[src/rtl/elevator_pkg.sv]
// Shared encodings and tracker state type for the hall-call return path.
package elevator_pkg;

  localparam logic [1:0] MOTOR_STOP = 2'b00;
  localparam logic [1:0] MOTOR_UP   = 2'b01;
  localparam logic [1:0] MOTOR_DOWN = 2'b10;

  localparam int NUM_FLOORS_DEF = 11;
  localparam int NUM_LIFTS_DEF  = 4;

  typedef enum logic [1:0] {IDLE, MOVING, DWELL, CLEAR} clr_state_t;

  // 2'b11 is an invalid encoding and is treated as stopped.
  function automatic logic motor_moving(input logic [1:0] m);
    return (m == MOTOR_UP) || (m == MOTOR_DOWN);
  endfunction

endpackage

[src/rtl/lift_dwell_tracker.sv]
// Per-lift tracker: follows one car, holds the door dwell, then requests a clear for its floor.
module lift_dwell_tracker
  import elevator_pkg::*;
#(
  parameter int NUM_FLOORS   = NUM_FLOORS_DEF,
  parameter int FLOOR_W      = 4,
  parameter int DWELL_CYCLES = 8
) (
  input  logic                  clk,
  input  logic                  rst,
  input  logic [FLOOR_W-1:0]    floor_i,
  input  logic [1:0]            motor_i,
  input  logic [NUM_FLOORS-1:0] up_call_i,
  input  logic [NUM_FLOORS-1:0] dn_call_i,
  input  logic                  gnt_i,
  output logic                  req_o,
  output logic [FLOOR_W-1:0]    req_floor_o,
  output logic                  req_up_o,
  output logic                  door_open_o,
  output logic                  err_o
);

  localparam int CW = $clog2(DWELL_CYCLES + 1);
  localparam logic [CW-1:0] CNT_LOAD = CW'(DWELL_CYCLES - 1);

  clr_state_t         state_q, state_d;
  logic [FLOOR_W-1:0] floor_q, floor_d;
  logic [CW-1:0]      cnt_q, cnt_d;
  logic               last_up_q, last_up_d;

  logic moving, floor_ok, here_call, up_pend, dn_pend;

  assign moving    = motor_moving(motor_i);
  assign floor_ok  = {1'b0, floor_i} < (FLOOR_W+1)'(NUM_FLOORS);
  assign here_call = floor_ok && (up_call_i[floor_i] || dn_call_i[floor_i]);
  assign up_pend   = up_call_i[floor_q];
  assign dn_pend   = dn_call_i[floor_q];

  always_comb begin
    state_d   = state_q;
    floor_d   = floor_q;
    cnt_d     = cnt_q;
    last_up_d = last_up_q;
    req_o     = 1'b0;
    req_up_o  = 1'b0;
    err_o     = 1'b0;
    if (moving && state_q != CLEAR) last_up_d = (motor_i == MOTOR_UP);
    case (state_q)
      IDLE: begin
        if (moving) state_d = MOVING;
        else if (here_call) begin
          state_d = DWELL;
          floor_d = floor_i;
          cnt_d   = CNT_LOAD;
        end
      end
      MOVING: begin
        if (!moving) begin
          if (floor_ok) begin
            state_d = DWELL;
            floor_d = floor_i;
            cnt_d   = CNT_LOAD;
          end else begin
            state_d = IDLE;
            err_o   = 1'b1;
          end
        end
      end
      DWELL: begin
        if (moving) state_d = MOVING;
        else if (cnt_q == '0) state_d = CLEAR;
        else cnt_d = cnt_q - 1'b1;
      end
      CLEAR: begin
        // Prefer the direction of travel; fall back to whichever call is still pending.
        if (!(up_pend || dn_pend)) state_d = IDLE;
        else begin
          req_o    = 1'b1;
          req_up_o = last_up_q ? up_pend : !dn_pend;
          if (gnt_i) state_d = IDLE;
        end
      end
      default: state_d = IDLE;
    endcase
  end

  always_ff @(posedge clk) begin
    if (rst) begin
      state_q   <= IDLE;
      floor_q   <= '0;
      cnt_q     <= '0;
      last_up_q <= 1'b1;
    end else begin
      state_q   <= state_d;
      floor_q   <= floor_d;
      cnt_q     <= cnt_d;
      last_up_q <= last_up_d;
    end
  end

  assign req_floor_o = floor_q;
  assign door_open_o = (state_q == DWELL);

endmodule

[src/rtl/hall_call_clearer.sv]
// Lift-to-floor responder: per-lift dwell trackers, fixed-priority per-floor clear arbiter.
module hall_call_clearer
  import elevator_pkg::*;
#(
  parameter int NUM_FLOORS   = NUM_FLOORS_DEF,
  parameter int NUM_LIFTS    = NUM_LIFTS_DEF,
  parameter int FLOOR_W      = 4,
  parameter int DWELL_CYCLES = 8
) (
  input  logic                           clk,
  input  logic                           rst,
  input  logic [NUM_LIFTS*FLOOR_W-1:0]   lift_floor,
  input  logic [2*NUM_LIFTS-1:0]         motor_signal,
  input  logic [NUM_FLOORS-1:0]          U,
  input  logic [NUM_FLOORS-1:0]          D,
  output logic [NUM_FLOORS-1:0]          offFloorReq,
  output logic [NUM_FLOORS-1:0]          offUPorDOWN,
  output logic [NUM_LIFTS-1:0]           door_open,
  output logic                           floor_err
);

  logic [NUM_LIFTS-1:0]              req, req_up, gnt, err;
  logic [NUM_LIFTS-1:0][FLOOR_W-1:0] req_floor;
  logic [NUM_FLOORS-1:0]             off_req_d, off_req_q, off_up_d, off_up_q;
  logic                              floor_err_q;

  for (genvar l = 0; l < NUM_LIFTS; l++) begin : g_lift
    lift_dwell_tracker #(
      .NUM_FLOORS  (NUM_FLOORS),
      .FLOOR_W     (FLOOR_W),
      .DWELL_CYCLES(DWELL_CYCLES)
    ) u_trk (
      .clk        (clk),
      .rst        (rst),
      .floor_i    (lift_floor[l*FLOOR_W +: FLOOR_W]),
      .motor_i    (motor_signal[2*l +: 2]),
      .up_call_i  (U),
      .dn_call_i  (D),
      .gnt_i      (gnt[l]),
      .req_o      (req[l]),
      .req_floor_o(req_floor[l]),
      .req_up_o   (req_up[l]),
      .door_open_o(door_open[l]),
      .err_o      (err[l])
    );
  end

  // One grant per floor, lowest lift index first; losers hold their request.
  always_comb begin
    off_req_d = '0;
    off_up_d  = '0;
    gnt       = '0;
    for (int f = 0; f < NUM_FLOORS; f++) begin
      for (int l = 0; l < NUM_LIFTS; l++) begin
        if (!off_req_d[f] && req[l] && req_floor[l] == FLOOR_W'(f)) begin
          off_req_d[f] = 1'b1;
          off_up_d[f]  = req_up[l];
          gnt[l]       = 1'b1;
        end
      end
    end
  end

  always_ff @(posedge clk) begin
    if (rst) begin
      off_req_q   <= '0;
      off_up_q    <= '0;
      floor_err_q <= 1'b0;
    end else begin
      off_req_q   <= off_req_d;
      off_up_q    <= off_up_d;
      floor_err_q <= floor_err_q | (|err);
    end
  end

  assign offFloorReq = off_req_q;
  assign offUPorDOWN = off_up_q;
  assign floor_err   = floor_err_q;

endmodule

[config.mk]
export PLATFORM = sky130hd
export DESIGN_NAME = hall_call_clearer
export DESIGN_NICKNAME = d
export VERILOG_FILES = /design/src/rtl/elevator_pkg.sv /design/src/rtl/lift_dwell_tracker.sv /design/src/rtl/hall_call_clearer.sv
export SDC_FILE = /design/constraint.sdc
export NUM_CORES = 1
export LEC_CHECK = 0
export BUFFER_PORTS_ARGS = -buffer_cell sky130_fd_sc_hd__buf_2
export CORE_UTILIZATION = 45
export DETAILED_ROUTE_END_ITERATION = 8
export PLACE_DENSITY = 0.72
export SLEW_MARGIN = 10
export SYNTH_ARGS = -nofsm -noshare
export SYNTH_HDL_FRONTEND = slang
export SYNTH_SLANG_ARGS = --single-unit
[constraint.sdc]
create_clock -name clk -period 7 [get_ports clk]
set_clock_uncertainty 0.05 [all_clocks]
set_input_delay 0.35 -clock clk [delete_from_list [all_inputs] [get_ports clk]]
set_output_delay 0.35 -clock clk [all_outputs]
set_load 0.005 [all_outputs]
# Word-level counts from Yosys, hierarchy flattened
# Cells that the tools add are included.
# word_totals
output_inout_bits	27
inputBits	48
wordCells	582
reg_bits	67
# classes
n_lt_le_gt_ge	12
n_bitwise	1
eq_ne	100
add_sub_neg	4
reduce_logical	167
muxes	279
# op_table
op	count
1-bit two-way mux	179
4-bit two-way mux	40
1-bit logical AND	85
1-bit binary-select mux with 4-bit select	16
4-bit by 3-bit == test with 1-bit output, second input constant	16
2-bit two-way mux	32
4-bit == test, second input constant	12
4-bit case mux with 3 select lines	4
4-bit by 5-bit < comparator with 1-bit output, second input constant	8
2-bit inequality test, second input constant	20
1-bit zero test	37
4-bit by 2-bit == test with 1-bit output, second input constant	8
4-bit zero test	8
2-bit case mux with 4 select lines	4
4-bit case mux with 2 select lines	4
7-bit AND reduction	4
2-bit == test, second input constant	12
5-bit AND reduction	4
2-bit by 1-bit == test with 1-bit output, second input constant	8
4-bit by 1-bit == test with 1-bit output, second input constant	4
4-bit < comparator, second input constant	4
2-bit by 1-bit inequality test with 1-bit output, second input constant	8
4-bit AND reduction	4
4-bit by 1-bit subtractor with 4-bit output, second input constant	4
9 further kinds	38

# Logic depth before layout (Yosys ltp)
# Gate-level depths: netlist of run 1.
# logic_depth
ltp_word	32
mapped_depth	12
mapped_depth_nobuf	9

# By module
# Synthesis of run 1 repeated with hierarchy kept, for this count alone.
# hier_totals
hier_cells	703
area_unflattened_um2	5774.3
# by_module_without_submodules
mod	cells_per_inst	area_per_inst_um2	seq_area_each_um2	instances
lift_dwell_tracker at g_lift[1].u_trk ...	115	975.9	220.2	3
hall_call_clearer	246	1844.3	460.4	1
lift_dwell_tracker at g_lift[0].u_trk	112	1002.2	220.2	1

# Worst setup path before layout of run 1
# OpenSTA, ideal clock, no wires.
# synth_timing
path_kind	register -> register
startpoint	register g_lift[0].u_trk.floor_q[1]
endpoint	register g_lift[2].u_trk.state_q[0]
arrival_time_ns	2.490
setup_ns	0.138
path_stages_with_launch	10
required_time_ns	6.812
synth_period_minus_slack_ns	2.678
n_path_buf	1
path_slack_ns	4.322
path_cell_list	dfxtp_1 buf_2 mux2_2 a221oi_1 o31ai_4 o211ai_2 o32ai_2 mux4_2 o211ai_1 a2111oi_2
# synth_via
elab_chain_cells	27
elab_cells_between_ends	130
classes_between	eq/ne (11); mux (39); reduce/logical (80)
# synth_lines
element	line	text
start: declaration	lift_dwell_tracker.sv:27	logic [FLOOR_W-1:0] floor_q, floor_d;
start signal: assignment	lift_dwell_tracker.sv:95	floor_q <= floor_d;
1-bit binary-select mux with 4-bit select, on equally long branches	lift_dwell_tracker.sv:36, lift_dwell_tracker.sv:37	
1-bit two-way mux, on equally long branches	lift_dwell_tracker.sv:36, lift_dwell_tracker.sv:37	
1-bit logical OR	lift_dwell_tracker.sv:76	if (!(up_pend || dn_pend)) state_d = IDLE;
1-bit two-way mux	lift_dwell_tracker.sv:76	
1-bit two-way mux	lift_dwell_tracker.sv:48	case (state_q)
1-bit logical AND	hall_call_clearer.sv:55	if (!off_req_d[f] && req[l] && req_floor[l] == FLOOR_W'(f)) begin
1-bit two-way mux	hall_call_clearer.sv:55	
1-bit zero test	hall_call_clearer.sv:55	
1-bit logical AND (2 in a row)	hall_call_clearer.sv:55	
1-bit two-way mux	hall_call_clearer.sv:55	
1-bit zero test	hall_call_clearer.sv:55	
1-bit logical AND (2 in a row)	hall_call_clearer.sv:55	
1-bit two-way mux (10 in a row)	hall_call_clearer.sv:55	
1-bit two-way mux *	hall_call_clearer.sv:55	
3-bit by 2-bit inequality test with 1-bit output (no source line) *	--	
4-bit AND reduction (no source line) *	--	
end signal: assignment	lift_dwell_tracker.sv:94	state_q <= state_d;
end: declaration	lift_dwell_tracker.sv:26	clr_state_t state_q, state_d;
# Every way passes the cells marked *; elsewhere a longest branch is shown, timed or not. The select of a mux whose other input is x is not followed.
# A chain may end at the register's enable or synchronous reset.

# Worst setup path in the final report of run 1
# layout_timing
startpoint	register g_lift[0].u_trk.floor_q[0]
endpoint	register g_lift[1].u_trk.state_q[0]
# layout_via
elab_chain_cells	23
elab_cells_between_ends	86
classes_between	eq/ne (11); mux (28); reduce/logical (47)
# layout_lines
element	line
1-bit binary-select mux with 4-bit select, on equally long branches	lift_dwell_tracker.sv:36, lift_dwell_tracker.sv:37
1-bit two-way mux, on equally long branches	lift_dwell_tracker.sv:36, lift_dwell_tracker.sv:37
1-bit logical OR	lift_dwell_tracker.sv:76
1-bit two-way mux	lift_dwell_tracker.sv:76
1-bit two-way mux	lift_dwell_tracker.sv:48
1-bit logical AND	hall_call_clearer.sv:55
1-bit two-way mux	hall_call_clearer.sv:55
1-bit zero test	hall_call_clearer.sv:55
1-bit logical AND (2 in a row)	hall_call_clearer.sv:55
1-bit two-way mux (10 in a row)	hall_call_clearer.sv:55
1-bit two-way mux *	hall_call_clearer.sv:55
3-bit by 2-bit inequality test with 1-bit output (no source line) *	--
4-bit AND reduction (no source line) *	--
end signal: assignment	lift_dwell_tracker.sv:94
end: declaration	lift_dwell_tracker.sv:26
# Marked as above.

==> results of run 1 <==
## where the power goes
part	switching, mW	total [mW]	internal (mW)	leakage (nW)
logic	0.260	0.436	0.176	1.72
registers	0.0650	0.486	0.421	0.548
clock network	0.170	0.464	0.294	0.153
total	0.495	1.39	0.892	2.42
## state kept, by name, summed over array words and instances, names as in the netlist
signal / flops
g_lift.u_trk.cnt_q: 16
g_lift.u_trk.req_floor_o: 16
offFloorReq: 11
offUPorDOWN: 11
g_lift.u_trk.state_q: 8
g_lift.u_trk.last_up_q: 4
floor_err: 1
## cell usage in the layout, fill, tap and decap left out, types with 7 or more instances in the layout
cell	count
ha_1	8
nand3_1	17
inv_1	31
a21oi_1	49
buf_2	74
mux2i_1	27
nor2b_1	23
o211ai_1	13
and2_1	9
o2111ai_1	12
nand2_1	64
mux2_2	8
nor2_1	103
o22ai_1	8
clkbuf_16	9
mux4_2	22
nor4_1	9
nor3_1	17
nand4_1	8
o21ai_0	28
a211oi_1	7
dfxtp_1	67
## worst max-delay path, stage by stage, from the launching register on
cell	delay, ps
dfxtp_1	650
nor2b_1	400
a221oi_1	210
o31ai_4	530
o2111ai_1	420
nand3_1	210
o2111ai_1	130
nor4_1	750
o21bai_1	230
a32o_1	190
## metrics by stage
stage / util [%] / instance area, µm² / hold slack, ps
after floorplan: - / 5440 / 376
after global routing: 52.5 / 6100 / 293
after global placement: 49.9 / 5800 / 391
final: 52.5 / 6100 / 261
after detailed placement: 49.9 / 5800 / 404
after CTS: 52.5 / 6100 / 260
## layer usage
metal  track usage [%]  share of wire [%]
met4              16.8                4.1
met1              36.3                 41
met2              47.3                 47
met3              5.82                7.8
met5                 0                  0
## worst paths after layout
check / start / to / slack, ps
max reg2reg: g_lift[0].u_trk.req_floor_o[0] / g_lift[1].u_trk.state_q[0] / 3170
max: g_lift[0].u_trk.req_floor_o[0] / g_lift[1].u_trk.state_q[0] / 3170
min reg2reg: g_lift[3].u_trk.cnt_q[0] / g_lift[3].u_trk.cnt_q[0] / 410
min: lift_floor[11] / g_lift[2].u_trk.req_floor_o[3] / 260
## logic make-up after synthesis
group / share of synthesized area (%)
buf+inv: 5.80
fa+ha+maj: 1.84
mux: 17.2
simple gates: 24.2
compound gates: 26.2
xor+xnor: 0.161
flops: 24.7
## area by class of cell
| class | instances | area share (%) |
|---|---|---|
| clock buffer | 12 | 4.20 |
| clock inverter | 4 | 0.800 |
| inverter | 31 | 1.91 |
| multi-input combinational | 544 | 62.0 |
| sequential | 67 | 22.0 |
| tap | 143 | 2.93 |
| timing repair buffer | 75 | 6.19 |
==> results_dict.tcl, run 1 <==
set metrics [dict create \
    rows 39 \
    clockBufferDepth 2 \
    seq_area_mm2 0.00134 \
    leakage_nw 2.42 \
    layout.cells.non_filler 876 \
    cts_tree "built" \
    synth_flop_cell "dfxtp_1" \
    synth_enable_flop_cells 0 \
    layout-drive-gt1-share_pct 19.5 \
    track_usage_pct 29.2 \
    post-route-period-util_pct 54.7 \
    yosysTopAreaCellShare_pct 24.7 \
    die_h_um 112 \
    cts.reportedPaths.clkPinSlew_ps 60 \
    critPathCaptureType "register" \
    synth.most_common_cell "nor2_1" \
    dieArea_mm2 0.0125 \
    preCtsSetupSlack_ps 3380 \
    vias 5730 \
    antenna_left 0 \
    dp_cells 860 \
    synth_area_leaders "dfxtp_1 25%, mux4_2 9.1%, nor2_1 7.1%, mux2i_1 5.0%, a21oi_1 4.5%" \
    fin_ws_ps 3170 \
    cts-root-buf "clkbuf_16" \
    outcome "complete, but fails checks" \
    fmax_mhz 261 \
    final_nets 784 \
    hold_viol 0 \
    drcViolationCount 3 \
    clkLatencyLatePin_ps 350 \
    tns_ps 0 \
    synth_nets 737 \
    holdBufCountCts 0 \
    wl_mm 17.8 \
    vias_per_cell 6.54 \
    async_flop_share_pct 0 \
    holdPathStages 3 \
    path_class "reg -> reg" \
    hp-class "in -> reg" \
    syn_avg_cell_area_um2 7.98 \
    grt_pass1_wl_mm 28.4 \
    rsz0062_at_grt "false" \
    vdd_drop_max_mv 0.131 \
    crit_fanout 14 \
    period_needed_ps 3830 \
    antenna_found_initial 0 \
    report.power.total_mw 1.39 \
    drt_iter0_markers 435 \
    grt_pass1_vias 5405 \
    worstMarginPinSlew_ps 1080 \
    grt_overflow_total 0 \
    slew_headroom_pct 28.2 \
    yosysTopAreaCell "dfxtp_1" \
    setup-violations-final 0 \
    synthToLayoutAreaGrowth_pct 12.2 \
    h-tree-depth 3 \
    cap_violations 0 \
    postCtsResizedCells 0 \
    cts_setup_buffers 0 \
    cts.sinks 67 \
    yosysWarnings 0 \
    nFillCells 1117 \
    die_x_um 112 \
    ys_ff_latch 67 \
    initial_core_util_pct 46.8 \
    power_density_mw_per_mm2 227 \
    synthCells 681 \
    io_pins 75 \
    yosysSeqAreaShare_pct 24.7 \
    arrival_ps 4060 \
    syn_area_mm2 0.00544 \
    io_buffers 74 \
    dp_hpwl_mm 13.8 \
    violations "design-rule violations" \
    cts_made_buffers 9 \
    cp-start-kind "register" \
    reg2reg_depth 9 \
    wl_per_cell_um 20.3 \
    first_pass_iters 7 \
    core_mm2 0.0116 \
    grt_max_degree 61 \
    place_congestion 0.968 \
    required_ps 7240 \
    yosysUniqueCellTypes 72 \
    diodes 0 \
    maxSlewViolCount 0 \
    ys_top_cells_by_count "103 x nor2_1, 67 x dfxtp_1, 64 x nand2_1, 49 x a21oi_1, 31 x inv_1" \
    multiInputGateArea_mm2 0.00378 \
]
No activity file was read; power rests on OpenSTA's default activity.
==> inputs of run 2 (changes only) <==
Settings changed: PLACE_DENSITY 0.72 to 0.74.
Clock period 7 ns to 3.3 ns, I/O delays scaled along.
==> results_dict.tcl, run 2 (synthesized netlist as in run 1, its figures left out) <==
set metrics [dict create \
    slew_headroom_pct 42.8 \
    dieArea_mm2 0.0125 \
    io_pins 75 \
    clockBufferDepth 2 \
    final_area_mm2 0.00635 \
    r2r_start "g_lift[0].u_trk.req_floor_o[1]" \
    critPathCaptureType "register" \
    setup-violations-final 0 \
    cts.sinks 67 \
    cts.reportedPaths.clkPinSlew_ps 60 \
    crit_fanout 9 \
    initial_core_util_pct 46.8 \
    path_common_cell "buf_4" \
    vdd_drop_max_mv 0.355 \
    final_cell_mix "103 x nor2_1, 74 x buf_2, 64 x nand2_1, 64 x dfxtp_1, 49 x a21oi_1" \
    grt_pass1_wl_mm 29.3 \
    cp-endpoint "g_lift[2].u_trk.state_q[0]" \
    cp_num_buf_inv 2 \
    crit_slowest_cell "dfxtp_1" \
    path_class "reg -> reg" \
    grt_overflow_total 0 \
    cap_violations 0 \
    final_nets 814 \
    antenna_found_initial 0 \
    first_pass_iters 7 \
    vias_per_cell 6.45 \
    worstMarginPinSlew_ps 847 \
    layout-drive-gt1-share_pct 23.2 \
    tns_ps 0 \
    startpoint "g_lift[0].u_trk.req_floor_o[1]" \
    critPathTopFamily "compound AO/OA/AOI/OAI gates" \
    place_congestion 0.952 \
    cp-start-kind "register" \
    maxSlewViolCount 0 \
    period_needed_ps 3210 \
    reg2reg_depth 10 \
    grt_max_degree 34 \
    arrival_ps 3370 \
    grt_pass1_vias 5448 \
    post-route-period-util_pct 97.3 \
    rows 39 \
    drt_iter0_markers 510 \
    violations "design-rule violations" \
    cts_tree "built" \
    die_x_um 112 \
    diodes 0 \
    hold_viol 0 \
    synthToLayoutAreaGrowth_pct 16.8 \
    vias 5843 \
    dp_hpwl_mm 14.4 \
    io_buffers 74 \
    required_ps 3460 \
    timing.rr.end "g_lift[2].u_trk.state_q[0]" \
    h-tree-depth 3 \
    wl_per_cell_um 20.8 \
    clkLatencyLatePin_ps 350 \
    antenna_left 0 \
    wl_mm 18.9 \
    leakage_nw 2.57 \
    fmax_mhz 311 \
    hp-class "in -> reg" \
    worst-r2r-setup-slack_ps 90 \
    cts_made_buffers 9 \
    core_mm2 0.0116 \
    dpl-instance-area_mm2 0.00599 \
    critical_path.cell_chain "mux2_2 -> a221oi_1 -> o31ai_4 -> buf_4 -> o211ai_4 -> o32ai_2 -> mux4_2 -> o211ai_1 -> buf_4 -> a2111oi_2" \
    cts-root-buf "clkbuf_16" \
    power_density_mw_per_mm2 485 \
    outcome "complete, but fails checks" \
    worst-path-stages 10 \
    track_usage_pct 30.5 \
    critPathMaxStageDelay_ps 530 \
    final_common_cell "nor2_1" \
    die_h_um 112 \
    drcViolationCount 4 \
]
run 2: worst min path at each step:
stage                                  start                        endpoint  slack (ps)  cells past startpoint
floorplan                                rst      g_lift[2].u_trk.state_q[0]         190                      1
global placement    g_lift[3].u_trk.cnt_q[0]        g_lift[3].u_trk.cnt_q[0]         390                      1
detailed placement  g_lift[3].u_trk.cnt_q[0]        g_lift[3].u_trk.cnt_q[0]         390                      1
CTS                           lift_floor[11]  g_lift[2].u_trk.req_floor_o[3]          90                      3
global route                  lift_floor[11]  g_lift[2].u_trk.req_floor_o[3]          90                      3
finish                        lift_floor[11]  g_lift[2].u_trk.req_floor_o[3]         100                      3
run 2: area by class of cell:
type	count	area, µm²
well taps	143	179
inverters	31	116
clock inverters	6	88.8
flip-flops and latches	67	1350
fillers	1081	5260
clock buffers	10	229
multi-input cells	544	3790
repair buffers	105	603
run 2: worst reg2reg max path: stages, from the launching register on:
cell       delay, ps
dfxtp_1          530
mux2_2           390
a221oi_1         420
o31ai_4          140
buf_4            170
o211ai_4         300
o32ai_2          190
mux4_2           470
o211ai_1         180
buf_4            160
a2111oi_2         70
run 2: through the flow:
step | instances | total power, mW | hold WS, ps | setup WS [ps] | util (%)
global route | 906 | 3.23 | 90.5 | -19.4 | 54.7
detailed placement | 886 | 1.98 | 393 | 37.5 | 51.6
CTS | 902 | 3.04 | 86.1 | 13.1 | 54.3
floorplan | 681 | 1.73 | 191 | 622 | -
finish | 906 | 3.08 | 95.4 | 89.3 | 54.7
global placement | 886 | 1.95 | 392 | 172 | 51.6
run 2: timing repair:
| action | CTS | global route |
|---|---|---|
| resized for setup | 0 | 5 |
| setup endpoints to repair | 0 | 6 |
| setup buffers | 0 | 4 |
| hold buffers | 0 | 0 |
run 2: layer usage:
metal  share of wire (%)  wire (µm)  global-route usage (%)
met1                  39       7430                    37.5
met2                  48       9000                    50.9
met3                 9.3       1770                    6.42
met4                 3.7        697                    14.1
met5                   0          0                       0
run 2: power breakdown:
group | internal, mW | switching (mW) | total [mW] | leakage [nW]
sequential | 0.894 | 0.123 | 1.02 | 0.550
combinational | 0.417 | 0.589 | 1.01 | 1.87
clock | 0.663 | 0.394 | 1.06 | 0.149
total | 1.97 | 1.11 | 3.08 | 2.57
==> inputs of run 3 (changes only) <==
Settings changed: CORE_UTILIZATION 45 to 53, PLACE_DENSITY 0.74 to 0.84.
==> results_dict.tcl, run 3 (synthesized netlist as in run 1, its figures left out) <==
set metrics [dict create \
    drt_iter0_markers 490 \
    postLayoutCoreUtil_pct 63.3 \
    dieArea_mm2 0.0107 \
    cts.reportedPaths.clkPinSlew_ps 80 \
    layout.cells.non_filler 896 \
    hold_path_end "g_lift[2].u_trk.req_floor_o[0]" \
    leakage_nw 2.52 \
    required_ps 3490 \
    multiInputGateArea_mm2 0.00381 \
    die_x_um 103 \
    final_area_mm2 0.00624 \
    reg2reg_depth 9 \
    fmax_mhz 315 \
    dpl-instance-area_mm2 0.00600 \
    wl_mm 18.3 \
    rsz0062_at_grt "false" \
    diodes 0 \
    wl_per_cell_um 20.4 \
    nFillCells 856 \
    io_buffers 74 \
    rows 36 \
    place_congestion 1.01 \
    outcome "completed" \
    final_nets 814 \
    arrival_ps 3360 \
    layout-drive-gt1-share_pct 23.9 \
    hp-class "in -> reg" \
    fin_ws_ps 127 \
    worstMarginPinSlew_ps 868 \
    vias 5950 \
    worst-r2r-setup-slack_ps 130 \
    holdBufCountCts 0 \
    antenna_left 0 \
    p_clk_share_pct 26.1 \
    clockBufferDepth 2 \
    final_common_cell "nor2_1" \
    dp_cells 879 \
    combPwrFrac_pct 37.1 \
    preCtsSetupSlack_ps 81.2 \
    path_class "reg -> reg" \
    p_int_mw 1.69 \
    cts_tree "built" \
    seqPwrFrac_pct 36.8 \
    cts.sinks 67 \
    vdd_drop_max_mv 0.371 \
    cap_violations 0 \
    grt_max_degree 42 \
    setup-violations-final 0 \
    holdPathStages 3 \
    post-route-period-util_pct 96.2 \
    p_sw_share_pct 38.9 \
    core_mm2 0.00986 \
    hold_start "lift_floor[8]" \
    critPathCaptureType "register" \
    io_pins 75 \
    antenna_found_initial 2 \
    synthToLayoutAreaGrowth_pct 14.8 \
    seq_area_mm2 0.00135 \
    drcViolationCount 0 \
    cts_made_buffers 9 \
    final_cell_mix "103 x nor2_1, 74 x buf_2, 64 x nand2_1, 62 x dfxtp_1, 49 x a21oi_1" \
    die_h_um 103 \
    p_sw_mw 1.08 \
    track_usage_pct 36.6 \
    r2r_start "g_lift[1].u_trk.req_floor_o[1]" \
    grt_overflow_total 0 \
    first_pass_iters 6 \
    grt_pass1_vias 5626 \
    timing.rr.end "g_lift[2].u_trk.state_q[1]" \
    period_needed_ps 3170 \
    power_density_mw_per_mm2 443 \
    holdWs_ps 66.7 \
    report.power.total_mw 2.77 \
    cp-start-kind "register" \
    crit_fanout 13 \
    cts-root-buf "clkbuf_8" \
    clkLatencyLatePin_ps 360 \
    tns_ps 0 \
    initial_core_util_pct 55.1 \
    h-tree-depth 3 \
    maxSlewViolCount 0 \
    slew_headroom_pct 41.4 \
    vias_per_cell 6.64 \
    hold_viol 0 \
    grt_pass1_wl_mm 29.0 \
    dp_hpwl_mm 14.2 \
]
==> run 3: cell count changes in the layout (fill, tap and decap cells not counted), moves of 2 or more <==
cell	previous run	this run
clkbuf_16	9	0
clkbuf_8	0	10
dfxtp_1	64	62
dfxtp_2	3	5
==> run 3: worst max path at each step <==
stage | slack, ps | cells after the start | endpoint | start
3_5_place_dp | 80 | 11 | g_lift[1].u_trk.state_q[0] | g_lift[0].u_trk.req_floor_o[0]
5_1_grt | 4 | 9 | g_lift[2].u_trk.state_q[1] | g_lift[1].u_trk.req_floor_o[1]
3_3_place_gp | 150 | 11 | g_lift[1].u_trk.state_q[0] | g_lift[0].u_trk.req_floor_o[0]
6_report | 130 | 9 | g_lift[2].u_trk.state_q[1] | g_lift[1].u_trk.req_floor_o[1]
4_1_cts | 40 | 11 | g_lift[1].u_trk.state_q[0] | g_lift[0].u_trk.req_floor_o[0]
2_1_floorplan | 620 | 9 | g_lift[2].u_trk.state_q[0] | g_lift[0].u_trk.req_floor_o[1]
==> run 3: what timing repair did <==
action                                  CTS  global route
gates resized for setup                   0             9
endpoints found under the setup margin    0             6
setup buffers                             0             1
==> run 3: layout make-up <==
cell class	count	area share (%)
clock inverter	6	1.02
tap	133	2.67
multi-input combinational	544	61.0
clock buffer	10	2.20
timing repair buffer	105	9.66
inverter	31	1.86
sequential	67	21.6
==> run 3: worst max-delay path, cell delays in order, from the launching register on <==
cell	delay, ps
dfxtp_1	630
mux2i_1	240
a2bb2oi_1	320
o211ai_2	220
buf_4	180
o2111ai_2	260
o21ai_1	170
mux4_2	500
o211ai_1	360
a211oi_1	130
==> run 3: metal layers <==
| metal | track usage [%] | vias up | wire, µm |
|---|---|---|---|
| met5 | 0 | - | 13 |
| met4 | 20.3 | 2 | 942 |
| met3 | 6.12 | 80 | 1760 |
| met2 | 60.4 | 371 | 8500 |
| met1 | 45.9 | 2796 | 7090 |
| li1 | - | 2701 | - |
==> run 3: power groups by stage <==
| stage | Clock, mW | Combinational [mW] | Sequential, mW |
|---|---|---|---|
| floorplan | 0 | 0.761 | 0.974 |
| global placement | 0 | 0.952 | 1.02 |
| detailed placement | 0 | 0.984 | 1.03 |
| CTS | 0.733 | 0.989 | 1.01 |
| global route | 0.769 | 1.11 | 1.03 |
| finish | 0.723 | 1.03 | 1.02 |
